<file path="src/rtl/uart_tx_if.sv">
// uart_tx_if: pop handshake between the TX FIFO and the UART serializer.
interface uart_tx_if #(
    parameter int DataLength = 8
);
    logic [DataLength-1:0] i_tx_data;
    logic i_tx_fifo_empty;
    logic o_tx_fifo_read_en;
    modport master (input i_tx_data, input i_tx_fifo_empty, output o_tx_fifo_read_en);
    modport slave (output i_tx_data, output i_tx_fifo_empty, input o_tx_fifo_read_en);
endinterface

</file>
<file path="src/rtl/uart_tx.sv">
// uart_tx: pops words from a TX FIFO and serializes them as start/data/optional parity/stop frames.
module uart_tx #(
    parameter int SystemClockFreq = 50_000_000,
    parameter int BaudRate = 115200,
    parameter bit Parity = 1'b0,
    parameter bit ParityEven = 1'b0,
    parameter int DataLength = 8
) (
    input logic i_clk,
    input logic i_rst,
    uart_tx_if.master fifo,
    output logic o_tx,
    output logic o_busy
);
    localparam int CyclesPerBit = SystemClockFreq / BaudRate;
    localparam int CntW = CyclesPerBit > 1 ? $clog2(CyclesPerBit) : 1;
    localparam int BitW = DataLength > 1 ? $clog2(DataLength) : 1;
    typedef enum logic [2:0] {IDLE, FETCH, START, DATA, PARITY, STOP} state_t;
    state_t state, next_state;
    logic [CntW-1:0] cnt, cnt_d;
    logic [BitW-1:0] bit_cnt, bit_cnt_d;
    logic [DataLength-1:0] shift, shift_d;
    logic par, par_d, tx_d, wrap, load;
    assign wrap = cnt == CntW'(CyclesPerBit - 1);
    assign load = state == START && cnt == '0;
    always_ff @(posedge i_clk or posedge i_rst) begin
        if (i_rst) state <= IDLE;
        else state <= next_state;
    end
    always_comb begin
        next_state = state;
        case (state)
            IDLE: next_state = fifo.i_tx_fifo_empty ? IDLE : FETCH;
            FETCH: next_state = START;
            START: next_state = wrap ? DATA : START;
            DATA: next_state = !(wrap && bit_cnt == '0) ? DATA : Parity ? PARITY : STOP;
            PARITY: next_state = wrap ? STOP : PARITY;
            STOP: next_state = wrap ? IDLE : STOP;
            default: next_state = IDLE;
        endcase
    end
    // The word is captured one cycle after the pop, when the FIFO output is valid.
    always_comb begin
        cnt_d = (next_state != state || wrap || state == IDLE || state == FETCH) ? '0 : cnt + 1'b1;
        shift_d = load ? fifo.i_tx_data : (state == DATA && wrap) ? shift >> 1 : shift;
        par_d = load ? (ParityEven ? ^fifo.i_tx_data : ~^fifo.i_tx_data) : par;
        bit_cnt_d = (next_state == DATA && state != DATA) ? BitW'(DataLength - 1) :
                    (state == DATA && wrap && bit_cnt != '0) ? bit_cnt - 1'b1 : bit_cnt;
    end
    // Line value is chosen from the next state so the registered o_tx lines up with the state.
    always_comb begin
        tx_d = next_state == START ? 1'b0 :
               next_state == DATA ? shift_d[0] :
               next_state == PARITY ? par : 1'b1;
        o_busy = state != IDLE;
        fifo.o_tx_fifo_read_en = state == FETCH;
    end
    always_ff @(posedge i_clk or posedge i_rst) begin
        if (i_rst) begin
            cnt <= '0;
            bit_cnt <= '0;
            shift <= '0;
            par <= 1'b0;
            o_tx <= 1'b1;
        end else begin
            cnt <= cnt_d;
            bit_cnt <= bit_cnt_d;
            shift <= shift_d;
            par <= par_d;
            o_tx <= tx_d;
        end
    end
endmodule

</file>
<file path="src/flat_wrapper.sv">
// flat-port wrapper written by rule: the top's interface ports become plain ports
module uart_tx_flat 
#(
    parameter int SystemClockFreq = 50_000_000,
    parameter int BaudRate = 115200,
    parameter bit Parity = 1'b0,
    parameter bit ParityEven = 1'b0,
    parameter int DataLength = 8
)
  (i_clk, i_rst, o_tx, o_busy, fifo_i_tx_data, fifo_i_tx_fifo_empty, fifo_o_tx_fifo_read_en);
  uart_tx_if #(.DataLength(DataLength)) fifo_i ();
  input logic i_clk;
  input logic i_rst;
  output logic o_tx;
  output logic o_busy;
  input wire logic [$bits(fifo_i.i_tx_data)-1:0] fifo_i_tx_data;
  input wire logic [$bits(fifo_i.i_tx_fifo_empty)-1:0] fifo_i_tx_fifo_empty;
  output wire logic [$bits(fifo_i.o_tx_fifo_read_en)-1:0] fifo_o_tx_fifo_read_en;
  assign fifo_i.i_tx_data = fifo_i_tx_data;
  assign fifo_i.i_tx_fifo_empty = fifo_i_tx_fifo_empty;
  assign fifo_o_tx_fifo_read_en = fifo_i.o_tx_fifo_read_en;
  uart_tx #(.SystemClockFreq(SystemClockFreq), .BaudRate(BaudRate), .Parity(Parity), .ParityEven(ParityEven), .DataLength(DataLength)) u_core (.i_clk(i_clk), .i_rst(i_rst), .fifo(fifo_i), .o_tx(o_tx), .o_busy(o_busy));
endmodule
</file>
<file path="config.mk">
export PLATFORM = sky130hd
export DESIGN_NAME = uart_tx_flat
export DESIGN_NICKNAME = d
export VERILOG_FILES = /design/src/rtl/uart_tx_if.sv /design/src/rtl/uart_tx.sv /design/src/flat_wrapper.sv
export SDC_FILE = /design/constraint.sdc
export NUM_CORES = 1
export LEC_CHECK = 0
export ABC_AREA = 1
export CORE_MARGIN = 8
export CORE_UTILIZATION = 40
export DETAILED_ROUTE_END_ITERATION = 10
export DONT_BUFFER_PORTS = 1
export GPL_ROUTABILITY_DRIVEN = 0
export PLACE_DENSITY = 0.61
export REMOVE_ABC_BUFFERS = 1
export SLEW_MARGIN = 20
export SYNTH_ARGS = -nofsm -noshare
export SYNTH_HDL_FRONTEND = slang
export SYNTH_SLANG_ARGS = --single-unit
</file>
<file path="constraint.sdc">
create_clock -name i_clk -period 1.4 [get_ports i_clk]
set_input_delay 0.21 -clock i_clk [delete_from_list [all_inputs] [get_ports i_clk]]
set_output_delay 0.21 -clock i_clk [all_outputs]
set_load 0.05 [all_outputs]
</file>
==> impl_summary.log <==
INFO  metric status = complete, but fails checks
INFO  metric failed_checks = setup timing
INFO  metric clock_latency = 270 ps
INFO  metric cts.root.buffer_cell = sky130_fd_sc_hd__clkbuf_8
INFO  metric vias_per_cell = 4.71
INFO  metric total_leakage_power = about 0.0010 µW
INFO  metric critical_path.max_fanout = 5
INFO  metric worst-setup-path-type = flop to flop
INFO  metric syn_avg_cell_area = about 7.8 µm²
INFO  metric synthTopCellsByArea = sky130_fd_sc_hd__dfrtp_1 38%, sky130_fd_sc_hd__nand2_1 11%, sky130_fd_sc_hd__inv_1 7.6%
INFO  metric setup_viol_count_final = 13
INFO  metric overall_power = around 1300 µW
INFO  metric r2r_setup_slack = -100 ps
INFO  metric place_worst_setup_slack = -191 ps
INFO  metric vias = 1,362
INFO  metric rr_startpoint = u_core.cnt[1]$_DFF_PP0_
INFO  metric final_util = 55.9%
INFO  metric timing.final.crit_share = 107%
INFO  metric worstReg2RegEnd = u_core.cnt[5]$_DFF_PP0_
INFO  metric min-delay-start = fifo_i_tx_data[4]
INFO  metric effective_utilization_at_floorplan = between 40% and 50%
INFO  metric cp_data_required_time = ~1600 ps
INFO  metric max_freq = 666 MHz
INFO  metric holdCritPathClass = input pin to flop
INFO  metric rr_worst_depth = 9
INFO  metric route.final.wire_length = approximately 3400 µm
INFO  metric numCtsBuffers = 3
INFO  metric grt_pass1_wl = about 5800 µm
INFO  metric n_antenna_cell = 0
INFO  metric route.detailed.wl_per_inst = around 12 µm
INFO  metric met2WireLength = 1700 µm
INFO  metric critical_path_arrival = about 1700 ps
INFO  metric postRouteAntennaNets = 0
INFO  metric crit_path_start_kind = flop
INFO  metric worstMarginPinSlew = 317 ps
INFO  metric initial_antenna_violation_count = 0
INFO  metric std_cell_rows = 22
INFO  metric floorplan.die.height = around 80 µm
INFO  metric yosysMostFrequentCell = sky130_fd_sc_hd__nand2_1
INFO  metric crit_start = u_core.cnt[1]$_DFF_PP0_
INFO  metric met1_length = ~1600 µm
INFO  metric track_usage = between 10 and 15%
INFO  metric tritoncts = built
INFO  metric grt_remaining_overflow = 0
INFO  metric drv_cap = 0
INFO  metric numPortBuffers = 0
INFO  metric hold_path_end = u_core.shift[4]$_DFFE_PP0P_
INFO  metric drc = 0
INFO  metric post_route_setup_slack = -102 ps
INFO  metric top_level_ports = 14
INFO  metric maximum_number_of_pins_on_one_net_before_global_route_repair = 26
INFO  metric drv_slew = 0
INFO  metric grt_pass1_vias = ~1,300
INFO  metric holdPathStages = 2
INFO  metric timing.max_slew.rel_slack = between 70% and 80%
INFO  metric number_of_synthesized_flops_with_an_enable_pin = 0
INFO  metric ys_warn_count = 0
INFO  metric ys_seq_elements = 25
INFO  metric syn-instance-count = ~200
INFO  metric core_area = about 3700 µm²
INFO  metric first_pass_iters = 4
INFO  metric post_synth_num_cell_types = 26
INFO  metric synth_async_sr_flop_share = 100%
INFO  metric die-area = about 6200 µm²
INFO  metric timing.hold.ws = between 60 and 70 ps
INFO  metric period_minus_slack = between 1500 and 2000 ps
INFO  metric dr_wl_met3 = slightly above 70 µm
INFO  metric power_per_cell_area = 604 nW/µm²
INFO  metric finalClockSkew = 6.91 ps
INFO  metric hold_violations = 0
INFO  metric post_route_cells_drive_above_1_share = 34.9%
INFO  metric setup_repair_after_global_routing_missed_its_margin = true
INFO  metric yosys-top-cells-count = 48 x sky130_fd_sc_hd__nand2_1, 32 x sky130_fd_sc_hd__inv_1, 24 x sky130_fd_sc_hd__dfrtp_1, 23 x sky130_fd_sc_hd__nor2_1, 22 x sky130_fd_sc_hd__nand3_1
INFO  metric ir_drop = 344 µV
INFO  metric routed.top_layer = met4
INFO  metric clkTransAtPathRegs = approximately 80 ps
INFO  metric synthToLayoutAreaGrowth = 32.2%
INFO  metric dp_hpwl = 2500 µm
INFO  metric htreeDepth = 1
INFO  metric netlist.area_leader.share = 38.2%
INFO  metric sequential_cell_area_fraction_in_the_yosys_report = approximately 40%
INFO  metric clock_tree.buffer_depth = 2
INFO  metric yosysTopAreaCell = sky130_fd_sc_hd__dfrtp_1
INFO  metric timing.setup.tns = -1120 ps
INFO  metric drt_iter0_markers = 33
INFO  metric clock-sinks = 25
INFO  metric final_net_count = ~260
INFO  metric critical_path.endpoint_type = flop
INFO  metric post_synthesis_instance_area = ~1600 µm²
INFO  metric fp.dieW = 78.7 µm
INFO  metric dominantRegCellSynth = sky130_fd_sc_hd__dfrtp_1
[how the worst max path moves through the flow]
stage / slack (ps) / endpoint
2_1_floorplan: -130 / u_core.cnt[0]$_DFF_PP0_
3_3_place_gp: -140 / u_core.cnt[5]$_DFF_PP0_
3_5_place_dp: -190 / u_core.cnt[0]$_DFF_PP0_
4_1_cts: -150 / u_core.cnt[5]$_DFF_PP0_
5_1_grt: -200 / u_core.o_tx$_DFF_PP1_
6_report: -100 / u_core.cnt[5]$_DFF_PP0_
[flip-flops by register name, indices dropped and copies added (netlist names)]
name and flops:
u_core.bit_cnt 3, u_core.o_tx 1, u_core.state 3, u_core.cnt 9, u_core.shift 8, u_core.par 1
[logic make-up after synthesis]
family,Yosys count,synth area share (%)
AND/OR/NAND/NOR,115,37.2
buffers and inverters,36,8.60
flip-flops,25,39.9
XOR/XNOR,13,7.25
AO/OA/AOI/OAI,7,3.10
adder cells (fa/ha/maj),5,3.98
[through the flow]
stage	instances	area, µm²
CTS	286	2000
floorplan	201	1570
detailed placement	277	1840
global placement	277	1840
global route	289	2080
finish	289	2080
[routing by layer]
layer | vias up | GRT usage (%)
li1 | 704 | -
met2 | 15 | 20.2
met5 | - | 0
met3 | 7 | 1.37
met1 | 636 | 13.8
met4 | 0 | 5.56
[critical path, stage by stage, from the launching register on]
cell	delay [ps]
sky130_fd_sc_hd__dfrtp_1	400
sky130_fd_sc_hd__inv_2	80
sky130_fd_sc_hd__ha_4	150
sky130_fd_sc_hd__nand2_4	60
sky130_fd_sc_hd__nor2_8	120
sky130_fd_sc_hd__nand3_2	70
sky130_fd_sc_hd__nand2_2	80
sky130_fd_sc_hd__nand3_4	110
sky130_fd_sc_hd__o21ai_4	240
sky130_fd_sc_hd__nor2_1	70
[layout by cell type (no fill, tap or decap), types with 2 or more instances in the layout]
master,instances
sky130_fd_sc_hd__inv_4,3
sky130_fd_sc_hd__nand2_2,8
sky130_fd_sc_hd__dfrtp_1,22
sky130_fd_sc_hd__dfrtp_2,2
sky130_fd_sc_hd__ha_1,3
sky130_fd_sc_hd__nor2_1,19
sky130_fd_sc_hd__nand2_1,44
sky130_fd_sc_hd__nor2_2,2
sky130_fd_sc_hd__nor2_4,5
sky130_fd_sc_hd__clkbuf_8,3
sky130_fd_sc_hd__inv_2,9
sky130_fd_sc_hd__xnor2_1,7
sky130_fd_sc_hd__nand4_1,4
sky130_fd_sc_hd__nand3_2,4
sky130_fd_sc_hd__nand2_4,2
sky130_fd_sc_hd__buf_6,2
sky130_fd_sc_hd__buf_4,30
sky130_fd_sc_hd__xor2_1,6
sky130_fd_sc_hd__inv_1,24
sky130_fd_sc_hd__nand3_1,19
sky130_fd_sc_hd__nand3_4,4
sky130_fd_sc_hd__ha_4,2
sky130_fd_sc_hd__o21ai_0,3
[power by group]
part / leakage, µW / total [µW] / internal [µW] / switching [µW]
combinational: 0.000711 / 84.0 / 36.7 / 47.3
clock: 0.0000228 / 423 / 204 / 219
sequential: 0.000290 / 749 / 742 / 7.32
total: 0.00102 / 1260 / 982 / 274
[layout make-up]
type / instances / area (µm²)
fill: 357 / 1640
multi-input combinational: 141 / 920
sequential: 25 / 629
timing repair buffer: 34 / 273
inverter: 36 / 148
tap: 48 / 60.1
clock buffer: 4 / 45.0
timing repair inverter: 1 / 3.75
[timing repair]
action / in CTS / in global routing
pin swaps: 12 / 8
hold buffers: 1 / 0
hold endpoints to repair: 24 / 0
buffers inserted: 3 / 3
setup endpoints to repair: 23 / 25
cloned: 2 / 0
resized for setup: 24 / 19
Note: power is estimated with default switching activity, not from simulation.
